`src/rtl/rst_sequencer.sv`:
```
// Reset sequencer: debounced button, software and watchdog triggers drive a
// HOLD/RELEASE/RUN FSM that releases N_OUT active-low resets in index order.
module rst_sequencer #(
    parameter int N_OUT           = 2,
    parameter int POR_CYCLES      = 8388608,
    parameter int STAGE_GAP       = 16,
    parameter int DEBOUNCE_CYCLES = 12000,
    parameter int WDT_CYCLES      = 0
) (
    input  logic             CLK,
    input  logic             rst_n,
    input  logic             btn_n,
    input  logic             soft_rst_req,
    input  logic             wdt_kick,
    output logic [N_OUT-1:0] rst_out_n,
    output logic             busy,
    output logic [1:0]       cause
);
    localparam int CNT_MAX = (POR_CYCLES > STAGE_GAP) ? POR_CYCLES : STAGE_GAP;
    localparam int CNT_W   = $clog2(CNT_MAX + 1);
    localparam int DB_W    = $clog2(DEBOUNCE_CYCLES + 1);
    localparam int WDT_MAX = (WDT_CYCLES > 0) ? WDT_CYCLES : 1;
    localparam int WDT_W   = $clog2(WDT_MAX + 1);

    localparam logic [1:0] CAUSE_POR  = 2'd0;
    localparam logic [1:0] CAUSE_BTN  = 2'd1;
    localparam logic [1:0] CAUSE_SOFT = 2'd2;
    localparam logic [1:0] CAUSE_WDT  = 2'd3;

    typedef enum logic [1:0] {HOLD, RELEASE, RUN} state_t;

    state_t           state, state_next;
    logic [1:0]       sync;
    logic             deb;
    logic [DB_W-1:0]  db_cnt;
    logic [CNT_W-1:0] cnt;
    logic [WDT_W-1:0] wdt_cnt;
    logic [1:0]       cause_next;
    logic [N_OUT-1:0] rel_next;
    logic             btn_trig, wdt_trig, soft_trig, any_trig;
    logic             hold_done, gap_done;

    // The button trigger is the cycle whose edge flips the debounced level low.
    assign btn_trig  = deb && !sync[1] && (db_cnt == DB_W'(DEBOUNCE_CYCLES - 1));
    assign wdt_trig  = (WDT_CYCLES > 0) && (state == RUN) && !wdt_kick
                       && (wdt_cnt == WDT_W'(WDT_MAX - 1));
    assign soft_trig = (state == RUN) && soft_rst_req;
    assign any_trig  = btn_trig || wdt_trig || soft_trig;

    assign hold_done = (state == HOLD) && deb && (cnt == CNT_W'(POR_CYCLES - 1));
    assign gap_done  = (state == RELEASE) && (cnt == CNT_W'(STAGE_GAP - 1));
    // Outputs form a thermometer code, so releasing the next bit is a shift-in of one.
    assign rel_next  = (rst_out_n << 1) | N_OUT'(1);

    // NOTE: rst_n is sampled only at the clock edge, so it sits inside the posedge-only block.
    always_ff @(posedge CLK) begin
        if (!rst_n) state <= HOLD;
        else        state <= state_next;
    end

    always_comb begin
        // NOTE: every comb output gets a default first so no path can infer a latch.
        state_next = state;
        cause_next = cause;
        if (btn_trig)       cause_next = CAUSE_BTN;
        else if (wdt_trig)  cause_next = CAUSE_WDT;
        else if (soft_trig) cause_next = CAUSE_SOFT;

        if (any_trig) begin
            state_next = HOLD;
        end else begin
            case (state)
                HOLD:    if (hold_done) state_next = (&rel_next) ? RUN : RELEASE;
                RELEASE: if (gap_done && (&rel_next)) state_next = RUN;
                RUN:     state_next = RUN;
                default: state_next = HOLD;
            endcase
        end
    end

    always_comb begin
        busy = ~&rst_out_n;
    end

    always_ff @(posedge CLK) begin
        if (!rst_n) begin
            sync      <= 2'b11;
            deb       <= 1'b1;
            db_cnt    <= '0;
            cnt       <= '0;
            wdt_cnt   <= '0;
            rst_out_n <= '0;
            cause     <= CAUSE_POR;
        end else begin
            // NOTE: non-blocking assignments keep every register update on the same edge.
            sync <= {sync[0], btn_n};

            if (sync[1] == deb) begin
                db_cnt <= '0;
            end else if (db_cnt == DB_W'(DEBOUNCE_CYCLES - 1)) begin
                deb    <= sync[1];
                db_cnt <= '0;
            end else begin
                db_cnt <= db_cnt + 1'b1;
            end

            if (any_trig) begin
                rst_out_n <= '0;
                cnt       <= '0;
                cause     <= cause_next;
            end else begin
                case (state)
                    HOLD: begin
                        if (!deb) begin
                            cnt <= '0;
                        end else if (hold_done) begin
                            rst_out_n <= rel_next;
                            cnt       <= '0;
                        end else begin
                            cnt <= cnt + 1'b1;
                        end
                    end
                    RELEASE: begin
                        if (gap_done) begin
                            rst_out_n <= rel_next;
                            cnt       <= '0;
                        end else begin
                            cnt <= cnt + 1'b1;
                        end
                    end
                    default: cnt <= '0;
                endcase
            end

            if ((WDT_CYCLES > 0) && (state == RUN) && !any_trig && !wdt_kick)
                wdt_cnt <= wdt_cnt + 1'b1;
            else
                wdt_cnt <= '0;
        end
    end
endmodule

```
`config.mk`:
```
export PLATFORM = sky130hd
export DESIGN_NAME = rst_sequencer
export DESIGN_NICKNAME = d
export VERILOG_FILES = /design/src/rtl/rst_sequencer.sv
export SDC_FILE = /design/constraint.sdc
export NUM_CORES = 1
export LEC_CHECK = 0
export BUFFER_PORTS_ARGS = -buffer_cell sky130_fd_sc_hd__buf_4
export CAP_MARGIN = 0
export CORE_UTILIZATION = 36
export CTS_BUF_LIST = sky130_fd_sc_hd__clkbuf_16
export DETAILED_ROUTE_END_ITERATION = 8
export MAX_ROUTING_LAYER = met4
export PLACE_DENSITY = 0.49
export SETUP_SLACK_MARGIN = 0.1
export SLEW_MARGIN = 20
export SYNTH_ARGS = -nofsm -noshare
export SYNTH_HDL_FRONTEND = slang
export SYNTH_SLANG_ARGS = --single-unit
```
`constraint.sdc`:
```
create_clock -name CLK -period 3.29 [get_ports CLK]
set_clock_uncertainty 0.05 [all_clocks]
set_input_delay 0 -clock CLK [delete_from_list [all_inputs] [get_ports CLK]]
set_output_delay 0 -clock CLK [all_outputs]
set_load 0.02 [all_outputs]
```
==> flow_summary.ini <==
[grt]
grt_util_all_layers_pct = 14.3
grt.overflow.total = 0
grt_first_pass_wirelength_um = 6790
first_global_vias = 1525
pin_count_of_the_biggest_net_entering_global_routing = 25
number_of_antenna_violations_at_the_first_check_in_global_routing = 0

[pwr]
cellPowerDensity_nw_per_um2 = 433
cellLeakagePower_nw = 0.872
ir_drop_mv = 0.206

[yosys]
synth_cell_type_count = 35
fraction_of_registers_with_async_set_reset_pct = 0
most_frequent_cells_after_synthesis = sky130_fd_sc_hd__dfxtp_1, sky130_fd_sc_hd__nor2_1, sky130_fd_sc_hd__nand2_1
most_frequently_used_flop_master_after_synthesis = sky130_fd_sc_hd__dfxtp_1
synth_seq_area_share_pct = 43.1
synth_edf_count = 0
net_count_of_the_mapped_netlist = 260
leading_area_contributor_after_synthesis = sky130_fd_sc_hd__dfxtp_1
cell_types_occupying_the_most_area_after_synthesis = sky130_fd_sc_hd__dfxtp_1, sky130_fd_sc_hd__nor2_1, sky130_fd_sc_hd__xnor2_1
synth_warnings = 0
synthesis.area_per_instance_sq_um = 8.80
synth.top_cell.area_share_pct = 43.1
most_repeated_cell_in_the_gate_level_netlist_after_synthesis = sky130_fd_sc_hd__dfxtp_1
synth_seq_cells = 47
syn_inst = 248
synth_area_sq_um = 2180

[floorplanning]
die-width_um = 79.9
chipHeight_um = 79.9
placement_rows = 27
core_area_sq_um = 5680
initial_core_util_pct = 38.5
floorplan.die_area_sq_um = 6380
io_pins = 10

[finish]
flow.area_growth_from_synthesis_pct = 13.4
final_layout_size_suffix_gt1_share_pct = 7.63
fin_nets = 274
stdcell_area_sq_um = 2480
layout.core_utilization_pct = 43.6
final.fill_count = 566
n_antenna_cell = 0

[clocking]
cts_max_level = 2
worstSkewPairLatency_ns = 0.28
clkTransAtPathRegs_ns = 0.06
max_buffers_root_to_sink = 2
clock-sinks = 47
cts_buffers = 5
tritoncts = built
ctsRootBufferMaster = sky130_fd_sc_hd__clkbuf_16

[placement]
buffer_ports.inserted = 8
gpl.final_weighted_congestion = 0.765
post_dp_cell_area_sq_um = 2300
detailed_place_hpwl_um = 2680

[critical_path]
end_kind = register
timing_worst_setup_path_type = register to register
critPathRequiredTime_ns = 3.38
timing.critical_path.fanout_max = 24
worst_setup_path_start_kind = register
worst_ep_arrival_time_ns = 2.60

[route]
ant_nets = 0
drc_errors = 0
postRouteWirelength_um = 3920
vias = 1626
dr.first_iter.drc_count = 56
routedWlPerCell_um = 11.7
viasPerCell = 4.87
detailedRoute.firstPassIterationCount = 4

[timing]
rsz_0062_raised_after_global_routing = no
final.period_utilization_pct = 76.2
relative_max_transition_margin_pct = 57.4
timing_worst_slew_pin_value_ns = 0.636
clock.fmax_ghz = 0.399
layout_min_cycle_time_ns = 2.51
hold_violations = 0
report.final.setup_viol = 0
setup_total_negative_slack_ns = 0
slew_viol_final = 0

[job]
max_cap_viol_count = 0

[run_status]
run_status = completed

[hold_path]
hold_path.class = register to register
==> flip-flops by register name (all words and copies together) (netlist names) <==
signal and count:
state 2, sync 2, cause 2, deb 1
rst_out_n 2, cnt 24, db_cnt 14
==> stage by stage <==
| step | hold slack [ns] | instances | power (W) | worst slack (ns) |
|---|---|---|---|---|
| 2_1_floorplan | 0.0230 | 248 | 0.000606 | 1.17 |
| 3_3_place_gp | 0.133 | 323 | 0.000612 | 0.758 |
| 3_5_place_dp | 0.138 | 323 | 0.000612 | 0.753 |
| 4_1_cts | 0.360 | 334 | 0.00109 | 0.738 |
| 5_1_grt | 0.387 | 334 | 0.00112 | 0.575 |
| 6_report | 0.356 | 334 | 0.00107 | 0.784 |
==> kinds of logic after synthesis <==
| kind of cell | after synthesis | synth area share (%) |
|---|---|---|
| AOI/OAI and AO/OA | 16 | 5.79 |
| buffers and inverters | 16 | 3.50 |
| adders and majority gates | 7 | 4.01 |
| muxes | 3 | 1.38 |
| xor gates and xnor gates | 32 | 12.8 |
| and+or+nand+nor | 127 | 29.4 |
| DFF | 47 | 43.1 |
==> layout make-up <==
type                    count  area, sq um  area share, %
flip-flops and latches     47          941           38.0
inverters                  10         37.5           1.52
clock buffers               5          125           5.05
clock inverters             2         8.76          0.354
multi-input cells         185         1170           47.1
repair buffers             13          108           4.35
well taps                  72         90.1           3.64
==> where the power goes <==
| part | switching [W] | leakage [nW] | internal, W |
|---|---|---|---|
| Combinational | 0.0000138 | 0.425 | 0.0000117 |
| Sequential | 0.00000353 | 0.380 | 0.000574 |
| Clock | 0.000196 | 0.0671 | 0.000273 |
==> cell usage in the layout, fill, tap and decap left out, types with 2 or more instances in the layout <==
master and instances:
sky130_fd_sc_hd__o21ai_0 4, sky130_fd_sc_hd__mux2i_1 3, sky130_fd_sc_hd__clkbuf_16 5, sky130_fd_sc_hd__nand4_1 11, sky130_fd_sc_hd__ha_1 7, sky130_fd_sc_hd__inv_1 10
sky130_fd_sc_hd__nand2_1 19, sky130_fd_sc_hd__xnor2_1 16, sky130_fd_sc_hd__dlygate4sd3_1 4, sky130_fd_sc_hd__xor2_1 16, sky130_fd_sc_hd__nor2b_1 3, sky130_fd_sc_hd__dfxtp_1 47
sky130_fd_sc_hd__nand2b_1 2, sky130_fd_sc_hd__a21oi_1 5, sky130_fd_sc_hd__and3_1 2, sky130_fd_sc_hd__buf_4 9, sky130_fd_sc_hd__nand3_1 17, sky130_fd_sc_hd__and4_1 7
sky130_fd_sc_hd__nor2_1 45, sky130_fd_sc_hd__nor4_1 5, sky130_fd_sc_hd__nor4b_1 2, sky130_fd_sc_hd__nor3_1 8
==> final timing paths <==
path,startpoint,cells past startpoint,end,slack [ns]
worst max-delay path,cnt[0],6,cnt[15],0.78
worst min-delay path,sync[0],1,sync[1],0.36
worst max register to register,cnt[0],6,cnt[15],0.78
worst min register to register,sync[0],1,sync[1],0.36
==> per-layer routing <==
| layer | GRT usage, % | routed length [um] |
|---|---|---|
| met1 | 17.8 | 2030 |
| met2 | 21.8 | 1690 |
| met3 | 3.43 | 123 |
| met4 | 6.96 | 74 |
| met5 | - | 0 |
==> worst max-delay path, cell delays in order (launching register included) <==
cell                      delay, ns
sky130_fd_sc_hd__dfxtp_1       0.37
sky130_fd_sc_hd__ha_1          0.23
sky130_fd_sc_hd__nand4_1       0.14
sky130_fd_sc_hd__or4_4         0.56
sky130_fd_sc_hd__o311a_4       0.38
sky130_fd_sc_hd__o21ai_4       0.51
sky130_fd_sc_hd__nor2_1        0.12
==> timing repair <==
item / 4_1_cts / 5_1_grt
hold buffers: 4 / 0
setup buffers: 0 / 0
resized for setup: 0 / 0
endpoints found under the setup margin: 0 / 0
endpoints found under the hold margin: 5 / 0
Power figures use the tool's default switching activity.
